===== src/rtl/synapse_driver.sv =====
`default_nettype none
// ============================================================================
//  Module   : synapse_driver
//  Purpose  : Presynaptic front end for one LIF neuron. Latches spike pulses
//             into a pending mask, looks up a per-line programmable weight and
//             serialises pending events round-robin onto a registered
//             current/valid/ready output stream, one event per cycle.
//  Options  : SYN_DROP_CNT_EN - adds an 8-bit saturating drop_count output
//             that counts spikes merged into an already-pending line.
//  Revision : 1.0 - initial release
// ============================================================================
module synapse_driver #(
    parameter int                      N_INPUTS       = 4,
    parameter int                      ADDR_WIDTH     = 2,
    parameter int                      WEIGHT_WIDTH   = 8,
    parameter logic [WEIGHT_WIDTH-1:0] DEFAULT_WEIGHT = 8'h10
) (
    input  logic                    clk,
    input  logic                    rst,
    input  logic                    enable,
    input  logic [N_INPUTS-1:0]     spike_in,
    input  logic                    w_we,
    input  logic [ADDR_WIDTH-1:0]   w_addr,
    input  logic [WEIGHT_WIDTH-1:0] w_data,
    output logic [WEIGHT_WIDTH-1:0] out_current,
    output logic                    out_valid,
    input  logic                    out_ready,
    output logic [ADDR_WIDTH-1:0]   out_src,
    output logic [N_INPUTS-1:0]     pending_out
`ifdef SYN_DROP_CNT_EN
    ,
    output logic [7:0]              drop_count
`endif
);

    logic [WEIGHT_WIDTH-1:0] r_weight [N_INPUTS];
    logic [N_INPUTS-1:0]     r_pending;
    logic [ADDR_WIDTH-1:0]   r_rr_ptr;
    logic                    r_out_valid;
    logic [WEIGHT_WIDTH-1:0] r_out_current;
    logic [ADDR_WIDTH-1:0]   r_out_src;

    logic                    w_found;
    logic [ADDR_WIDTH-1:0]   w_winner;
    logic [ADDR_WIDTH-1:0]   w_idx;
    logic                    w_load;
    logic [N_INPUTS-1:0]     w_clear;
    logic [N_INPUTS-1:0]     w_spike_acc;

    // Per-line weight registers; writes are independent of enable
    for (genvar k = 0; k < N_INPUTS; k++) begin : g_weight
        always_ff @(posedge clk or posedge rst) begin
            if (rst) begin
                r_weight[k] <= DEFAULT_WEIGHT;
            end else if (w_we && (w_addr == ADDR_WIDTH'(k))) begin
                r_weight[k] <= w_data;
            end
        end
    end

    // Round-robin search: first pending line at or above rr_ptr, wrapping
    always_comb begin
        w_found  = 1'b0;
        w_winner = '0;
        w_idx    = '0;
        for (int i = 0; i < N_INPUTS; i++) begin
            w_idx = r_rr_ptr + ADDR_WIDTH'(i);
            if (!w_found && r_pending[w_idx]) begin
                w_found  = 1'b1;
                w_winner = w_idx;
            end
        end
    end

    // Load when enabled, output register free or draining, and work pending
    always_comb begin
        w_load      = enable && (!r_out_valid || out_ready) && (r_pending != '0);
        w_clear     = '0;
        if (w_load) begin
            w_clear[w_winner] = 1'b1;
        end
        w_spike_acc = enable ? spike_in : '0;
    end

    // Pending mask and pointer; a spike on the line being cleared survives
    always_ff @(posedge clk or posedge rst) begin
        if (rst) begin
            r_pending <= '0;
            r_rr_ptr  <= '0;
        end else begin
            r_pending <= (r_pending & ~w_clear) | w_spike_acc;
            if (w_load) begin
                r_rr_ptr <= w_winner + ADDR_WIDTH'(1);
            end
        end
    end

    // Output register: holds while stalled, drops valid after an unreplaced transfer
    always_ff @(posedge clk or posedge rst) begin
        if (rst) begin
            r_out_valid   <= 1'b0;
            r_out_current <= '0;
            r_out_src     <= '0;
        end else if (w_load) begin
            r_out_valid   <= 1'b1;
            r_out_current <= r_weight[w_winner];
            r_out_src     <= w_winner;
        end else if (r_out_valid && out_ready) begin
            r_out_valid   <= 1'b0;
        end
    end

    assign out_valid   = r_out_valid;
    assign out_current = r_out_current;
    assign out_src     = r_out_src;
    assign pending_out = r_pending;

`ifdef SYN_DROP_CNT_EN
    localparam int CNT_W = $clog2(N_INPUTS + 1);

    logic [N_INPUTS-1:0] w_drop_mask;
    logic [CNT_W-1:0]    w_drop_num;
    logic [8:0]          w_drop_sum;
    logic [7:0]          r_drop_count;

    // Spikes landing on a pending bit that is not being cleared are lost
    always_comb begin
        w_drop_mask = w_spike_acc & r_pending & ~w_clear;
        w_drop_num  = '0;
        for (int i = 0; i < N_INPUTS; i++) begin
            w_drop_num = w_drop_num + CNT_W'(w_drop_mask[i]);
        end
        w_drop_sum  = {1'b0, r_drop_count} + 9'(w_drop_num);
    end

    // Saturating drop counter, cleared only by reset
    always_ff @(posedge clk or posedge rst) begin
        if (rst) begin
            r_drop_count <= '0;
        end else if (w_drop_sum[8]) begin
            r_drop_count <= 8'hFF;
        end else begin
            r_drop_count <= w_drop_sum[7:0];
        end
    end

    assign drop_count = r_drop_count;
`else
    // Without the counter, merged spikes are silently absorbed by the OR above.
`endif

endmodule
`default_nettype wire


===== config.mk =====
export PLATFORM = sky130hd
export DESIGN_NAME = synapse_driver
export DESIGN_NICKNAME = d
export VERILOG_FILES = /design/src/rtl/synapse_driver.sv
export SDC_FILE = /design/constraint.sdc
export NUM_CORES = 1
export LEC_CHECK = 0
export ABC_AREA = 1
export CAP_MARGIN = 10
export CORE_MARGIN = 3
export CORE_UTILIZATION = 40
export CTS_CLUSTER_SIZE = 16
export DETAILED_ROUTE_END_ITERATION = 7
export HOLD_SLACK_MARGIN = 0.15
export MAX_ROUTING_LAYER = met4
export PLACE_DENSITY_LB_ADDON = 0.2
export SYNTH_ARGS = -nofsm -noshare
export SYNTH_HDL_FRONTEND = slang
export SYNTH_SLANG_ARGS = --single-unit

===== constraint.sdc =====
create_clock -name clk -period 4.1 [get_ports clk]
set_input_delay 1.23 -clock clk [delete_from_list [all_inputs] [get_ports clk]]
set_output_delay 1.23 -clock clk [all_outputs]
set_load 0.03 [all_outputs]

# ---- Yosys cells after proc, flatten, opt, wreduce, memory -nomap -nowiden
# Cells that the tools add are included.
dict set report totals {
  reg_bits 49
  in_bits 19
}
dict set report op_classes {
  add_sub_neg 4
  order_cmp 7
  n_eq_ne 3
  muxes 24
  bitwise 4
  n_reduce_logical 19
}
# cell n
set ops {}
lappend ops {{$bmux 8 s2} 1}
lappend ops {{$mux 8} 2}
lappend ops {{$lt 2x3->1 const B} 5}
lappend ops {{$logic_and 1x1->1} 11}
lappend ops {{$mux 1} 10}
lappend ops {{$bmux 1 s2} 4}
lappend ops {{$mux 2} 4}
lappend ops {{$mux 4} 2}
lappend ops {{$add 2x1->2 const B} 2}
lappend ops {{$add 2x2->2 const B} 2}
lappend ops {{$and 4x4->4} 1}
lappend ops {{$eq 2x2->1 const B} 2}
lappend ops {{$logic_not 1->1} 4}
lappend ops {{$not 4->4} 1}
lappend ops {{$or 4x4->4} 1}
lappend ops {{$reduce_bool 4->1} 1}
lappend ops {{$ge 3x3->1 const B} 1}
lappend ops {{$not 2->3} 1}
lappend ops {{$demux 1 s2} 1}
lappend ops {{$eq 2x1->1 const B} 1}
lappend ops {{$ge 2x1->1 const B} 1}
lappend ops {{$logic_not 2->1} 1}
lappend ops {{$reduce_bool 2->1} 1}
lappend ops {{$logic_or 1x1->1} 1}

# ---- Longest topological paths before layout
# Gate-level depths: netlist of the first run.
dict set report logic_depth {
  depth_word 20
  mapped_depth 16
  mapped_depth_nobuf 15
}

# ---- Worst setup path before layout of the first run
# Ideal clock, no wire load.
dict set report synth_path {
  kind {input to register}
  startpoint {in out_ready}
  endpoint {reg r_out_src[1], in the netlist out_src[1]}
  setup_ns 0.083
  arrival_time_ns 1.889
  required_ns 4.017
  setup_slack_ns 2.129
  stages 6
  cell_sequence {nor2_1 > inv_1 > nand3_1 > clkbuf_1 > nand2_1 > o21ai_0}
}
dict set report synth_between {
  elab_chain_cells 3
}
# item line
set synth_lines {}
lappend synth_lines {{start, declared} 27} ;# input logic out_ready,
lappend synth_lines {{$logic_or 1x1->1} 77} ;# w_load = enable && (!r_out_valid || out_ready) && (r_pending != '0);
lappend synth_lines {{$logic_and 1x1->1 (2 in series)} 77}
lappend synth_lines {{end signal, assigned} 107} ;# r_out_src <= w_winner;
lappend synth_lines {{end, declared} 41} ;# logic [ADDR_WIDTH-1:0] r_out_src;
# No other way between the ends.
# A chain may end at the register's enable or synchronous reset.

# ---- Worst setup path after layout of the first run
dict set report layout_path {
  startpoint {in enable}
  endpoint {reg r_pending[1], in the netlist pending_out[1]}
}
dict set report layout_between {
  elab_chain_cells 6
  elab_cells_between_ends 7
  classes_between {mux (2); bitwise (3); reduce/logical (2)}
}
# item line
set layout_lines {}
lappend layout_lines {{start, declared} 20} ;# input logic enable,
lappend layout_lines {{$logic_and 1x1->1 (2 in series)} 77}
lappend layout_lines {{$mux 4} 79} ;# if (w_load) begin
lappend layout_lines {{$not 4->4} 91} ;# r_pending <= (r_pending & ~w_clear) | w_spike_acc;
lappend layout_lines {{$and 4x4->4} 91}
lappend layout_lines {{$or 4x4->4 (*)} 91}
lappend layout_lines {{end signal, assigned} 91}
lappend layout_lines {{end, declared} 37} ;# logic [N_INPUTS-1:0] r_pending;
# Every way passes the cells marked *; elsewhere a longest branch is shown, timed or not.

==> results of run 1 <==
[logic make-up (layout without fill, tap and decap cells)]
family | Yosys count | after routing | share of synthesized area, %
flip-flops | 49 | 49 | 50.2
AND/OR/NAND/NOR | 203 | 203 | 35.6
AO/OA/AOI/OAI | 37 | 37 | 7.85
buffers and inverters | 33 | 62 | 6.37
[metrics by stage]
| stage | total power, mW | std cells | setup slack (ns) |
|---|---|---|---|
| 6_report | 2.21 | 423 | 1.42 |
| 5_1_grt | 2.43 | 423 | 1.22 |
| 2_1_floorplan | 1.68 | 322 | 1.70 |
| 3_5_place_dp | 1.95 | 415 | 1.08 |
| 4_1_cts | 2.24 | 423 | 1.38 |
| 3_3_place_gp | 1.94 | 415 | 1.14 |
[registers in the layout (all words and copies together) (netlist names)]
signal / cells
out_valid: 1
r_weight: 32
pending_out: 4
out_src: 2
r_rr_ptr: 2
out_current: 8
[Yosys cell counts]
master    instances
nand3b_1          1
o21ai_1           1
nand4_4           1
nand4_1           2
buf_2             2
nor3_1            1
nand2_1         158
o21ai_0          33
nand3b_4          1
o21a_1            1
nand2_2           4
inv_2             4
dfstp_2           4
dfrtp_1          45
buf_4             2
nor2_1            7
nor2_4            1
clkbuf_1          5
buf_6             3
nand3_1          24
o21bai_1          1
inv_1            17
o211ai_1          1
nand3_2           2
nand2_4           1
[placed cells by master, fill, tap and decap left out, types with 3 or more instances in the layout]
| cell type | count |
|---|---|
| nand2_1 | 158 |
| dfrtp_1 | 45 |
| o21ai_0 | 33 |
| clkdlybuf4s50_1 | 33 |
| nand3_1 | 24 |
| inv_1 | 16 |
| nor2_1 | 7 |
| inv_2 | 5 |
| clkbuf_8 | 5 |
| nand2_2 | 4 |
| dfstp_2 | 4 |
| clkinvlp_4 | 3 |
[worst max-delay path, stage by stage]
cell             delay, ns
clkdlybuf4s50_1       0.54
nand3_1               0.37
inv_1                 0.43
nand3_1               0.16
nand2_1               0.09
nand2_1               0.05
[power groups by stage]
stage / registers, mW / clock network (mW) / logic, mW
2_1_floorplan: 0.782 / 0 / 0.902
3_3_place_gp: 0.700 / 0 / 1.24
3_5_place_dp: 0.702 / 0 / 1.25
4_1_cts: 0.693 / 0.295 / 1.25
5_1_grt: 0.712 / 0.323 / 1.39
6_report: 0.692 / 0.283 / 1.24
[worst paths after layout]
path,startpoint,end,slack (ns),depth (start not counted)
worst max-delay path,enable,pending_out[1]$_DFF_PP0_,1.42,6
worst min-delay path,out_current[7]$_DFFE_PP0P_,out_current[7]$_DFFE_PP0P_,0.48,2
worst max register to register,r_rr_ptr[0]$_DFFE_PP0P_,pending_out[2]$_DFF_PP0_,1.61,11
worst min register to register,out_current[7]$_DFFE_PP0P_,out_current[7]$_DFFE_PP0P_,0.48,2
max in group asynchronous,rst,r_weight[30]$_DFFE_PP0P_,2.00,2
min in group asynchronous,rst,r_weight[0]$_DFFE_PP0P_,1.48,2
[routing by layer]
metal	up-vias	wire length (um)	share of wire (%)	track usage, %
met3	5	281	5.3	3.53
li1	1067	-	-	-
met4	0	34	0.64	4.24
met5	-	0	0	-
met1	948	2670	50	23.1
met2	49	2300	44	25.1
[final cells by class]
class / instances / area [um2] / share of cell area, %
Multi-Input combinational cell: 240 / 1070 / 36.9
Inverter: 21 / 78.8 / 2.73
Timing Repair Buffer: 33 / 330 / 11.4
Clock buffer: 5 / 68.8 / 2.38
Sequential cell: 49 / 1230 / 42.6
Clock inverter: 3 / 22.5 / 0.780
Tap cell: 72 / 90.1 / 3.12
==> run metrics, run 1 <==
status complete, no violations; VDD IR-drop max 0.000418 V; Starting Density 43.0%; Logic pwr share 55.9%; final worst path period share 65.3%; largest net degree at the start of global routing 50; fin crit period 2.68 ns; DP Area 2800 um2; Reg clk slew, reported paths 0.09 ns; share of layout cells above drive strength 1 7.69%; Detail Placement HPWL 3.55 mm; class of the worst hold path reg -> reg; Routed WL 5.29 mm; fin nets 369; Reg power frac 31.3%; gr usage total 16.7%; row count 27; 1st-pass router iterations 4; Initial DRC Count 132; Clock H-tree levels 2; Crit Path Class in -> reg; Max FO, Critical Path 14; die area 7110 um2; cell area after layout 2890 um2; CTS tree done; Mapped Avg Cell Area 7.62 um2; Clock Power Share 12.8%; Yosys Warn Count 0; synthesized netlist cell count 322; Longest Clk Path Bufs 2; #FFs+latches synth 49; first-pass GRT wire length 9.45 mm; Psw 1.09 mW; final hold violations 0; Slew headroom 32.9%; Layout Skew 0.0109 ns; Hold-fix buffers, CTS 0; IO buf count 33; Inserted Diodes 0; largest area contributor in the netlist dfrtp_1; gr ovfl total 0; Final ANT Viol Nets 0; post-CTS setup buffers 0; Lkg Pwr 1.49 nW; arrival time of the worst setup path 2.87 ns; Final setup viols 0; sw frac 49.3%; via/cell ratio 4.89; Util after Layout 50.6%; unrepaired setup endpoints after global routing no; register area share after synthesis 50.2%; Max Cap Viol 0; die extent in x 84.3 um; WHS 0.480 ns; endpoint class of the critical path register; CTS buffer count 5; initial antenna violation count 0; largest cells by area after synthesis dfrtp_1 46%, nand2_1 24%, o21ai_0 6.7%; Yosys top cell area share 45.9%; GP Congestion 0.770; PD cells 767 nW/um2; Avg WL per Cell 12.5 um; die span in y 84.3 um; clock latency on the worst-skew pair 0.30 ns; routed vias 2069; vias in the first global route 1955; Slew @ Worst Pin 1.01 ns; DRC violations left 0; root buf cell clkbuf_8; max-slew violation count 0; syn nets 341; Area growth syn-to-layout 17.7%; Final TNS setup 0 ns; # IOs 34; CORE AREA 5710 um2; fillers 614; post-cts repair resize count 0; Worst EP required 4.30 ns; Internal 1.12 mW; cell area after synthesis 2450 um2; CP Launch Type primary input; Unique masters post-synth 25; maximum clock rate 374 MHz; Sink Count 49
Power figures use the tool's default switching activity.
==> inputs of run 2 (changes only) <==
==> constraint.sdc (replaced) <==
create_clock -name clk -period 2.4 [get_ports clk]
set_input_delay 0.72 -clock clk [delete_from_list [all_inputs] [get_ports clk]]
set_output_delay 0.72 -clock clk [all_outputs]
set_load 0.03 [all_outputs]
==> run 2 against run 1 <==
- cell area rose by 2.6%
- first-iteration DRC count decreased by 41%
- sequential share of layout area decreased by 1.1 points
- die area unchanged
- final cell count up 1.4%
- register-to-register slack got worse by 1.3 ns
- combinational power rose by 72%
- wire length increased by 6.4%
- clock-buffer cell count increased by 2
- sequential power rose by 72%
- utilization up 1.3 points
- highest routed layer unchanged
==> run metrics, run 2 (synthesized netlist as in run 1, its figures left out) <==
status complete, no violations (unchanged); Buf/Inv on CP 1 (was 2); Util after Layout 51.9% (was 50.6%); Reg clk slew, reported paths 0.09 ns (about the same); DRC violations left 0 (unchanged); Layout Skew 0.00397 ns (was 0.0109 ns); Worst EP required 1.68 ns (was 4.30 ns); max-slew violation count 0 (unchanged); Hold-fix buffers, CTS 0 (unchanged); final worst path period share 89.0%; VDD IR-drop max 0.000708 V (was 0.000418 V); CORE AREA 5710 um2 (unchanged); Final ANT Viol Nets 0 (unchanged); CP Launch Type register (was primary input); maximum clock rate 468 MHz; Slew headroom 66.1% (was 32.9%); die extent in x 84.3 um (unchanged); # IOs 34 (unchanged); first-pass GRT wire length 10.1 mm (was 9.45 mm); Worst Setup Slack, final 0.265 ns (was 1.42 ns); Max FO, Critical Path 4 (was 14); unrepaired setup endpoints after global routing no (unchanged); Lkg Pwr 1.54 nW (was 1.49 nW); vias in the first global route 2092 (was 1955); Detail Placement HPWL 3.93 mm (was 3.55 mm); via/cell ratio 4.88 (was 4.89); initial antenna violation count 0 (unchanged); Longest Clk Path Bufs 2 (unchanged); commonest cells after routing, fill and taps aside 158 x nand2_1, 44 x dfrtp_1, 33 x o21ai_0, 33 x clkdlybuf4s50_1, 24 x nand3_1 (was 158 x nand2_1, 45 x dfrtp_1, 33 x o21ai_0, 33 x clkdlybuf4s50_1, 24 x nand3_1); die span in y 84.3 um (unchanged); Final Power 3.86 mW (was 2.21 mW); CP max stage delay 0.69 ns (was 0.54 ns); largest net degree at the start of global routing 50 (unchanged); Crit path max-delay family buffers and inverters (unchanged); routed vias 2095 (was 2069); clock latency on the worst-skew pair 0.30 ns (about the same); Initial DRC Count 78 (was 132); post-cts repair resize count 0 (unchanged); Crit Path Class reg -> out (was in -> reg); pre-CTS setup slack 0.0918 ns (was 1.08 ns); CTS tree done (unchanged); commonest non-fill, non-tap cell in the layout nand2_1 (unchanged); Slew @ Worst Pin 0.507 ns (was 1.01 ns); Max Cap Viol 0 (unchanged); root buf cell clkbuf_8 (unchanged); PD cells 1300 nW/um2 (was 767 nW/um2); row count 27 (unchanged); CTS buffer count 5 (unchanged); Sink Count 49 (unchanged); arrival time of the worst setup path 1.42 ns (was 2.87 ns); gr ovfl total 0 (unchanged); Avg WL per Cell 13.1 um (was 12.5 um); IO buf count 33 (unchanged); 1st-pass router iterations 4 (unchanged); Final setup viols 0 (unchanged); endpoint class of the critical path primary output (was register); crit path max-delay cell type clkdlybuf4s50_1 (unchanged); post-CTS setup buffers 0 (unchanged); crit-path cells clkdlybuf4s50_1 (was clkdlybuf4s50_1 > nand3_1 > inv_1 > nand3_1 > nand2_1 > nand2_1); share of layout cells above drive strength 1 9.52% (was 7.69%); final hold violations 0 (unchanged); max reg flops 32 (unchanged); Placed Cells 421 (was 415); Clock H-tree levels 2 (unchanged); Routed WL 5.62 mm (was 5.29 mm); Starting Density 43.0% (unchanged); largest register by flop count r_weight (unchanged); fin crit period 2.14 ns; die area 7110 um2 (unchanged); Area growth syn-to-layout 20.8% (was 17.7%); gr usage total 17.8% (was 16.7%); fin nets 375 (was 369); class of the worst hold path reg -> reg (unchanged); fin cells 429 (was 423); Final TNS setup 0 ns (unchanged); Inserted Diodes 0 (unchanged); GP Congestion 0.872 (was 0.770)
## run 2: worst paths after layout
path / start / to / slack (ns) / cells after the start
min in group asynchronous: rst / out_current[3]$_DFFE_PP0P_ / 0.77 / 3
worst min register to register: r_weight[15]$_DFFE_PP0P_ / r_weight[15]$_DFFE_PP0P_ / 0.49 / 2
worst max register to register: r_rr_ptr[0]$_DFFE_PP0P_ / out_current[6]$_DFFE_PP0P_ / 0.34 / 13
worst max-delay path: pending_out[2]$_DFF_PP0_ / pending_out[2] / 0.26 / 1
worst min-delay path: r_weight[15]$_DFFE_PP0P_ / r_weight[15]$_DFFE_PP0P_ / 0.49 / 2
max in group asynchronous: rst / r_weight[28]$_DFFE_PP1P_ / 1.35 / 3
## run 2: metrics by stage
stage / area [um2] / hold slack, ns
after global routing: 2960 / 0.514
after floorplan: 2450 / 0.453
after detailed placement: 2850 / 0.475
after global placement: 2850 / 0.465
after CTS: 2960 / 0.497
final: 2960 / 0.489
## run 2: worst min-delay path, stage by stage, from the launching register on
cell     delay [ns]
dfrtp_1        0.35
nand2_1        0.05
o21ai_0        0.05
## run 2: layout make-up
| class | count | area, um2 |
|---|---|---|
| inverter | 21 | 78.8 |
| clock buffer | 7 | 96.3 |
| sequential | 49 | 1230 |
| timing repair buffer | 39 | 388 |
| clock inverter | 1 | 5.00 |
| tap | 72 | 90.1 |
| fill | 584 | 2750 |
| multi-input combinational | 240 | 1070 |
## run 2: where the power goes
part | switching, mW | internal, mW | total, mW
combinational | 1.43 | 0.703 | 2.13
clock | 0.276 | 0.261 | 0.537
sequential | 0.153 | 1.04 | 1.19
total | 1.86 | 2.00 | 3.86
## run 2: per-layer routing
layer  global-route usage [%]  routed length [um]  vias up
met5                        -                   0        -
met4                     3.51                  42        0
met3                     3.34                 284        5
met2                     28.2                2560       51
met1                     23.9                2730      956
li1                         -                   -     1083
